**src/rtl/gamma_lut_ctrl.sv**
```systemverilog
// Double-buffered gamma LUT for one 8-bit colour channel.
// Pixels are served from the active bank with a fixed 2-cycle latency. A config
// master fills the shadow bank; a commit arms a swap that happens only on the
// next vsync rising edge, so a frame never mixes two tables.
module gamma_lut_ctrl #(
    parameter bit LAT_BYPASS_EQ = 1'b1  // 1: bypass path matches the 2-cycle LUT latency
) (
    input  logic       clk,
    input  logic       rst_n,
    // Pixel stream
    input  logic       i_vsync,
    input  logic       i_de,
    input  logic [7:0] i_data,
    output logic       o_vsync,
    output logic       o_de,
    output logic [7:0] o_data,
    // Configuration
    input  logic       cfg_valid,
    output logic       cfg_ready,
    input  logic [7:0] cfg_addr,
    input  logic [7:0] cfg_data,
    input  logic       cfg_commit,
    input  logic       cfg_bypass,
    // Status
    output logic       o_active_bank,
    output logic       o_swap_pending,
    output logic       o_lut_valid
);

    typedef enum logic [0:0] {
        StIdle,
        StPending
    } state_e;

    // Table storage, deliberately not reset.
    logic [7:0] bank0_mem [256];
    logic [7:0] bank1_mem [256];

    // Control state
    state_e state_q, state_d;
    logic   active_bank_q, active_bank_d;
    logic   lut_valid_q, lut_valid_d;
    logic   swap_pending_q, swap_pending_d;
    logic   cfg_ready_q, cfg_ready_d;

    // Stage 1 of the pixel pipe
    logic [7:0] s1_data_q, s1_data_d;
    logic       s1_de_q, s1_de_d;
    logic       s1_vsync_q, s1_vsync_d;
    logic       s1_bypass_q, s1_bypass_d;
    logic       s1_bank_q, s1_bank_d;
    logic       s1_lut_en_q, s1_lut_en_d;
    logic       vsync_prev_q, vsync_prev_d;

    // Stage 2 of the pixel pipe
    logic [7:0] s2_data_q, s2_data_d;
    logic       s2_de_q, s2_de_d;
    logic       s2_vsync_q, s2_vsync_d;

    logic       vsync_rise;
    logic       wr_en;
    logic       wr_bank;
    logic [7:0] lut_rd;

    // Edge taken from the registered vsync so it lines up with stage 1.
    assign vsync_rise = s1_vsync_q & ~vsync_prev_q;

    // Writes land in the shadow bank; cfg_ready_q is high only in idle.
    assign wr_en   = cfg_valid & cfg_ready_q;
    assign wr_bank = ~active_bank_q;

    // Shadow-bank write port
    always_ff @(posedge clk) begin
        if (wr_en && !wr_bank) begin
            bank0_mem[cfg_addr] <= cfg_data;
        end
        if (wr_en && wr_bank) begin
            bank1_mem[cfg_addr] <= cfg_data;
        end
    end

    // Table lookup using the bank latched with the pixel at stage 1
    always_comb begin
        lut_rd = s1_bank_q ? bank1_mem[s1_data_q] : bank0_mem[s1_data_q];
    end

    // Commit / swap control next state
    always_comb begin
        state_d       = state_q;
        active_bank_d = active_bank_q;
        lut_valid_d   = lut_valid_q;
        unique case (state_q)
            StIdle: begin
                // A coincident vsync edge is ignored here; the swap waits for the next one.
                if (cfg_commit) begin
                    state_d = StPending;
                end
            end
            StPending: begin
                if (vsync_rise) begin
                    state_d       = StIdle;
                    active_bank_d = ~active_bank_q;
                    lut_valid_d   = 1'b1;
                end
            end
            default: state_d = StIdle;
        endcase
        swap_pending_d = (state_d == StPending);
        cfg_ready_d    = (state_d == StIdle);
    end

    // Commit / swap control FSM with registered outputs
    always_ff @(posedge clk or negedge rst_n) begin
        if (!rst_n) begin
            state_q        <= StIdle;
            active_bank_q  <= 1'b0;
            lut_valid_q    <= 1'b0;
            swap_pending_q <= 1'b0;
            cfg_ready_q    <= 1'b1;
        end else begin
            state_q        <= state_d;
            active_bank_q  <= active_bank_d;
            lut_valid_q    <= lut_valid_d;
            swap_pending_q <= swap_pending_d;
            cfg_ready_q    <= cfg_ready_d;
        end
    end

    // Pixel pipe next state
    always_comb begin
        s1_data_d    = i_data;
        s1_de_d      = i_de;
        s1_vsync_d   = i_vsync;
        s1_bypass_d  = cfg_bypass;
        s1_bank_d    = active_bank_q;
        s1_lut_en_d  = lut_valid_q;
        vsync_prev_d = s1_vsync_q;
        // Identity output until a table has been committed or when bypassed.
        s2_data_d    = (s1_lut_en_q && !s1_bypass_q) ? lut_rd : s1_data_q;
        s2_de_d      = s1_de_q;
        s2_vsync_d   = s1_vsync_q;
    end

    // Pixel pipe registers
    always_ff @(posedge clk or negedge rst_n) begin
        if (!rst_n) begin
            s1_data_q    <= 8'h00;
            s1_de_q      <= 1'b0;
            s1_vsync_q   <= 1'b0;
            s1_bypass_q  <= 1'b0;
            s1_bank_q    <= 1'b0;
            s1_lut_en_q  <= 1'b0;
            vsync_prev_q <= 1'b0;
            s2_data_q    <= 8'h00;
            s2_de_q      <= 1'b0;
            s2_vsync_q   <= 1'b0;
        end else begin
            s1_data_q    <= s1_data_d;
            s1_de_q      <= s1_de_d;
            s1_vsync_q   <= s1_vsync_d;
            s1_bypass_q  <= s1_bypass_d;
            s1_bank_q    <= s1_bank_d;
            s1_lut_en_q  <= s1_lut_en_d;
            vsync_prev_q <= vsync_prev_d;
            s2_data_q    <= s2_data_d;
            s2_de_q      <= s2_de_d;
            s2_vsync_q   <= s2_vsync_d;
        end
    end

    // Without latency matching, a bypassed pixel leaves straight from stage 1.
    assign o_data = (!LAT_BYPASS_EQ && s1_bypass_q) ? s1_data_q : s2_data_q;

    assign o_de           = s2_de_q;
    assign o_vsync        = s2_vsync_q;
    assign cfg_ready      = cfg_ready_q;
    assign o_active_bank  = active_bank_q;
    assign o_swap_pending = swap_pending_q;
    assign o_lut_valid    = lut_valid_q;

endmodule
```
**config.mk**
```make
export PLATFORM = sky130hd
export DESIGN_NAME = gamma_lut_ctrl
export DESIGN_NICKNAME = d
export VERILOG_FILES = /design/src/rtl/gamma_lut_ctrl.sv
export SDC_FILE = /design/constraint.sdc
export NUM_CORES = 2
export LEC_CHECK = 0
export CAP_MARGIN = 0
export CORE_ASPECT_RATIO = 1.75
export CORE_MARGIN = 2
export CORE_UTILIZATION = 55
export CTS_CLUSTER_DIAMETER = 50
export DETAILED_ROUTE_END_ITERATION = 6
export PLACE_DENSITY_LB_ADDON = 0.05
export SLEW_MARGIN = 40
export SYNTH_ARGS = -nofsm -noshare
export SYNTH_HDL_FRONTEND = slang
export SYNTH_SLANG_ARGS = --single-unit
```
**constraint.sdc**
```tcl
create_clock -name clk -period 7.3 [get_ports clk]
set_input_delay 1.095 -clock clk [delete_from_list [all_inputs] [get_ports clk]]
set_output_delay 1.095 -clock clk [all_outputs]
set_load 0.05 [all_outputs]
```
==> metrics.cfg <==
[worst_setup_path]
cpMaxStageDelayCell = dfrtp_4
critPathMaxFanout = 26
worstSetupPathType = reg -> reg
cp.arrival_ns = 5.75
crit_top_cell = buf_4
cp_slowest_stage_delay_ns = 0.84
r2r_setup_slack_ns = 2.44
rr_endpoint = o_data[4]
startpoint_type = register
r2r-start = s1_data_q[4]
required_ns = 8.18
worstPathCellList = buf_4 -> nand3_2 -> buf_4 -> o22ai_1 -> a211oi_1 -> a22oi_1 -> o21ai_1 -> nor4_2 -> or3_1
ff2ff_path_depth = 9
critPathCaptureType = register

[pwr]
p_per_area_nw_per_um2 = 274
vdd_drop_max_mv = 0.228
swShare_pct = 22.2
pwr-share-comb_pct = 5.9
p_sw_uw = 10800
p_int_uw = 38000
leakage_uw = 0.0549
p_clk_share_pct = 40.5
p_seq_share_pct = 53.6
fin_total_pwr_uw = 48800

[sta]
slew_headroom_pct = 30.3
fmax_mhz = 206
period_minus_slack_ns = 4.86
setup_viol = 0
fin_crit_sh_pct = 66.6
fin_skew_ns = 0.0526
hold_violations = 0
worst_pin_slew_ns = 1.02
rsz0062_at_grt = no
slew_violations = 0
fin_setup_tns_ns = 0

[drt]
num_vias = 81900
ant_nets = 0
wirelength_um = 504000
drc = 5
via_per_inst = 6.87
first_iter_violations = 11500
avgRoutedWirePerCell_um = 42.3
detail_route.first_pass.iterations = 7

[min_path]
min_path_type = in -> async

[cells_and_area]
utilization_pct = 61.8
fin_nets = 7823
drive_gt1_share_pct = 25.1
syn2layout_area_growth_pct = 11.7
nFillCells = 20100
stdcell_area_um2 = 178000

[logic_synthesis]
synth_compound_area_share_pct = 2.86
synthArstFlopShare_pct = 0.655
synth.top_cell.area_share_pct = 77.0
synth_adder_area_share_pct = 0
yosys.area.top_type = edfxtp_1
syn_nets = 7588
synth_seq_cells = 4123
yosys_warnings = 0
syn_area_per_cell_um2 = 21.1
synthSimpleGateAreaFrac_pct = 2.97
yosys.cell_types.count = 79
synth_mux_area_share_pct = 15.1
synth_xor_area_share_pct = 0.00548
synth_edf_count = 4096
synth_area_um2 = 160000
yosysSeqAreaShare_pct = 77.4
synthFlopType = edfxtp_1
synthCells = 7557
synthTopCellsByArea = edfxtp_1, mux4_2, mux2i_1
synth_top_family_by_area = multiplexers

[clock_network]
clock-sinks = 4123
clk_latency_ns = 0.94
post_cts_buffers = 0
cts_buffers = 365
cts_tree = done
cts_root_buffer = clkbuf_16
cts_resized = 0
h-tree-depth = 5
clockBufferDepth = 4
clk_pin_slew_worst_paths_ns = 0.07
hold_buffers = 0

[floorplan]
core_area_um2 = 289000
rows = 261
ios = 45
dieArea_um2 = 295000
die_h_um = 717
die_x_um = 411
initial_core_util_pct = 55.3

[status]
violations = DRC
status = complete, but fails checks

[global_routing]
antenna_found_initial = 37
grt_pass1_vias = 82300
overflow = 0
grt_usage_pct = 34.5
grt_pass1_wl_um = 687000
grt_max_degree = 198

[placed_design]
io_buffers = 44
globalplace.congestion = 1.02
dpl_cell_area_um2 = 166000
dpl.hpwl_um = 328000

[flow_run]
cap_violations = 0

layout make-up:
type	count	area [µm²]	area share, %
Sequential cell	4123	124000	69.4
Multi-Input combinational cell	2964	34200	19.2
Clock buffer	453	9820	5.51
Timing Repair Buffer	331	3580	2.01
Clock inverter	204	2130	1.19
Inverter	7	33.8	0.0189
Tap cell	3813	4770	2.67
Antenna cell	30	75.1	0.0421
synthesized netlist by cell type (all sizes together), types with 13 or more instances:
cell type,instances
a221oi,36
o221ai,20
clkbuf,194
mux4,928
nor3,38
mux2,23
dfrtp,26
a31oi,19
o22ai,84
nand4,51
a22oi,169
o21ai,69
nor2,612
mux2i,296
nand2,159
buf,269
a2111oi,29
a211oi,46
nand3,93
nor4,13
edfxtp,4096
nand2b,14
nor2b,25
o211ai,14
a22o,25
and2,19
a21oi,55
sequential cells by signal (all words and copies together) (netlist names):
signal          flops
o_active_bank       1
bank1_mem        2048
cfg_ready           1
o_de                1
o_swap_pending      1
o_vsync             1
s1_de_q             1
s1_vsync_q          1
s1_data_q           8
s1_bank_q           1
o_data              8
o_lut_valid         1
s1_lut_en_q         1
s1_bypass_q         1
bank0_mem        2048
through the flow:
step | cells | setup slack, ns | hold WS, ns
3_5_place_dp | 11200 | 2.01 | 0.344
3_3_place_gp | 11200 | 1.12 | 0.334
5_1_grt | 11900 | 2.42 | 0.247
6_report | 11900 | 2.44 | 0.258
2_1_floorplan | 7557 | 4.21 | 0.331
4_1_cts | 11900 | 2.58 | 0.189
power by group through the flow:
| stage | Sequential, µW | Clock [µW] | Combinational [µW] |
|---|---|---|---|
| after floorplan | 26600 | 0 | 1250 |
| after global placement | 26700 | 0 | 2760 |
| after detailed placement | 26700 | 0 | 2820 |
| after CTS | 26100 | 19900 | 2830 |
| after global routing | 26100 | 20700 | 2930 |
| final | 26200 | 19800 | 2900 |
worst max-delay path, delay by kind of cell, from the launching register on:
family                 cells  cell delay [ns]
and+or+nand+nor            3             1.56
AOI/OAI and AO/OA          4             1.19
DFF                        1             0.84
buffers and inverters      2             1.09
routing by layer:
metal	wire length, µm	vias up	track usage [%]
met5	162	-	0.115
met4	43500	24	24.8
met3	43700	1307	6.95
met2	250000	4727	56.4
met1	167000	43800	41.0
li1	-	32100	-
kinds of logic after synthesis:
| group | count (synthesis) |
|---|---|
| XOR/XNOR | 1 |
| buffers and inverters | 470 |
| AO/OA/AOI/OAI | 635 |
| flip-flops | 4123 |
| multiplexers | 1247 |
| AND/OR/NAND/NOR | 1081 |
worst max-delay path by stage:
| stage | end | depth (start not counted) | slack [ns] | from |
|---|---|---|---|---|
| 3_3_place_gp | o_data[7] | 9 | 1.12 | s1_data_q[0] |
| 5_1_grt | o_data[6] | 9 | 2.42 | s1_data_q[0] |
| 2_1_floorplan | bank1_mem[112][0] | 7 | 4.21 | cfg_addr[6] |
| 3_5_place_dp | bank1_mem[117][6] | 6 | 2.01 | cfg_addr[6] |
| 6_report | o_data[4] | 9 | 2.44 | s1_data_q[4] |
| 4_1_cts | o_data[4] | 9 | 2.58 | s1_data_q[4] |
layout by cell type, fill, tap and decap left out, types with 15 or more instances in the layout:
master           Yosys  routed
buf_4               79     210
a21oi_1             55      55
mux4_2             928     928
bufinv_16            0      43
o22ai_1             84      84
o21ai_0             44      39
buf_16               0      15
clkinv_1             0      68
clkdlybuf4s50_1      0      35
nor2_2               0     162
mux2_2              22      22
edfxtp_1          4096    4096
clkbuf_1           194      67
clkinv_2             0      58
clkinvlp_4           0      16
nor2_1             612     444
a221oi_1            35      35
clkbuf_16            0     378
diode_2              0      30
nand4_1             51      51
nor2b_1             25      18
o221ai_1            20      20
a31oi_1             19      18
nor3_1              38      35
mux2i_1            296     287
a22oi_1            169     168
nand2_1            159     151
o21ai_1             25      29
buf_12               0      51
a22o_1              25      25
nand3_1             92      85
a211oi_1            46      44
dfrtp_1             26      17
Power figures use the tool's default switching activity.
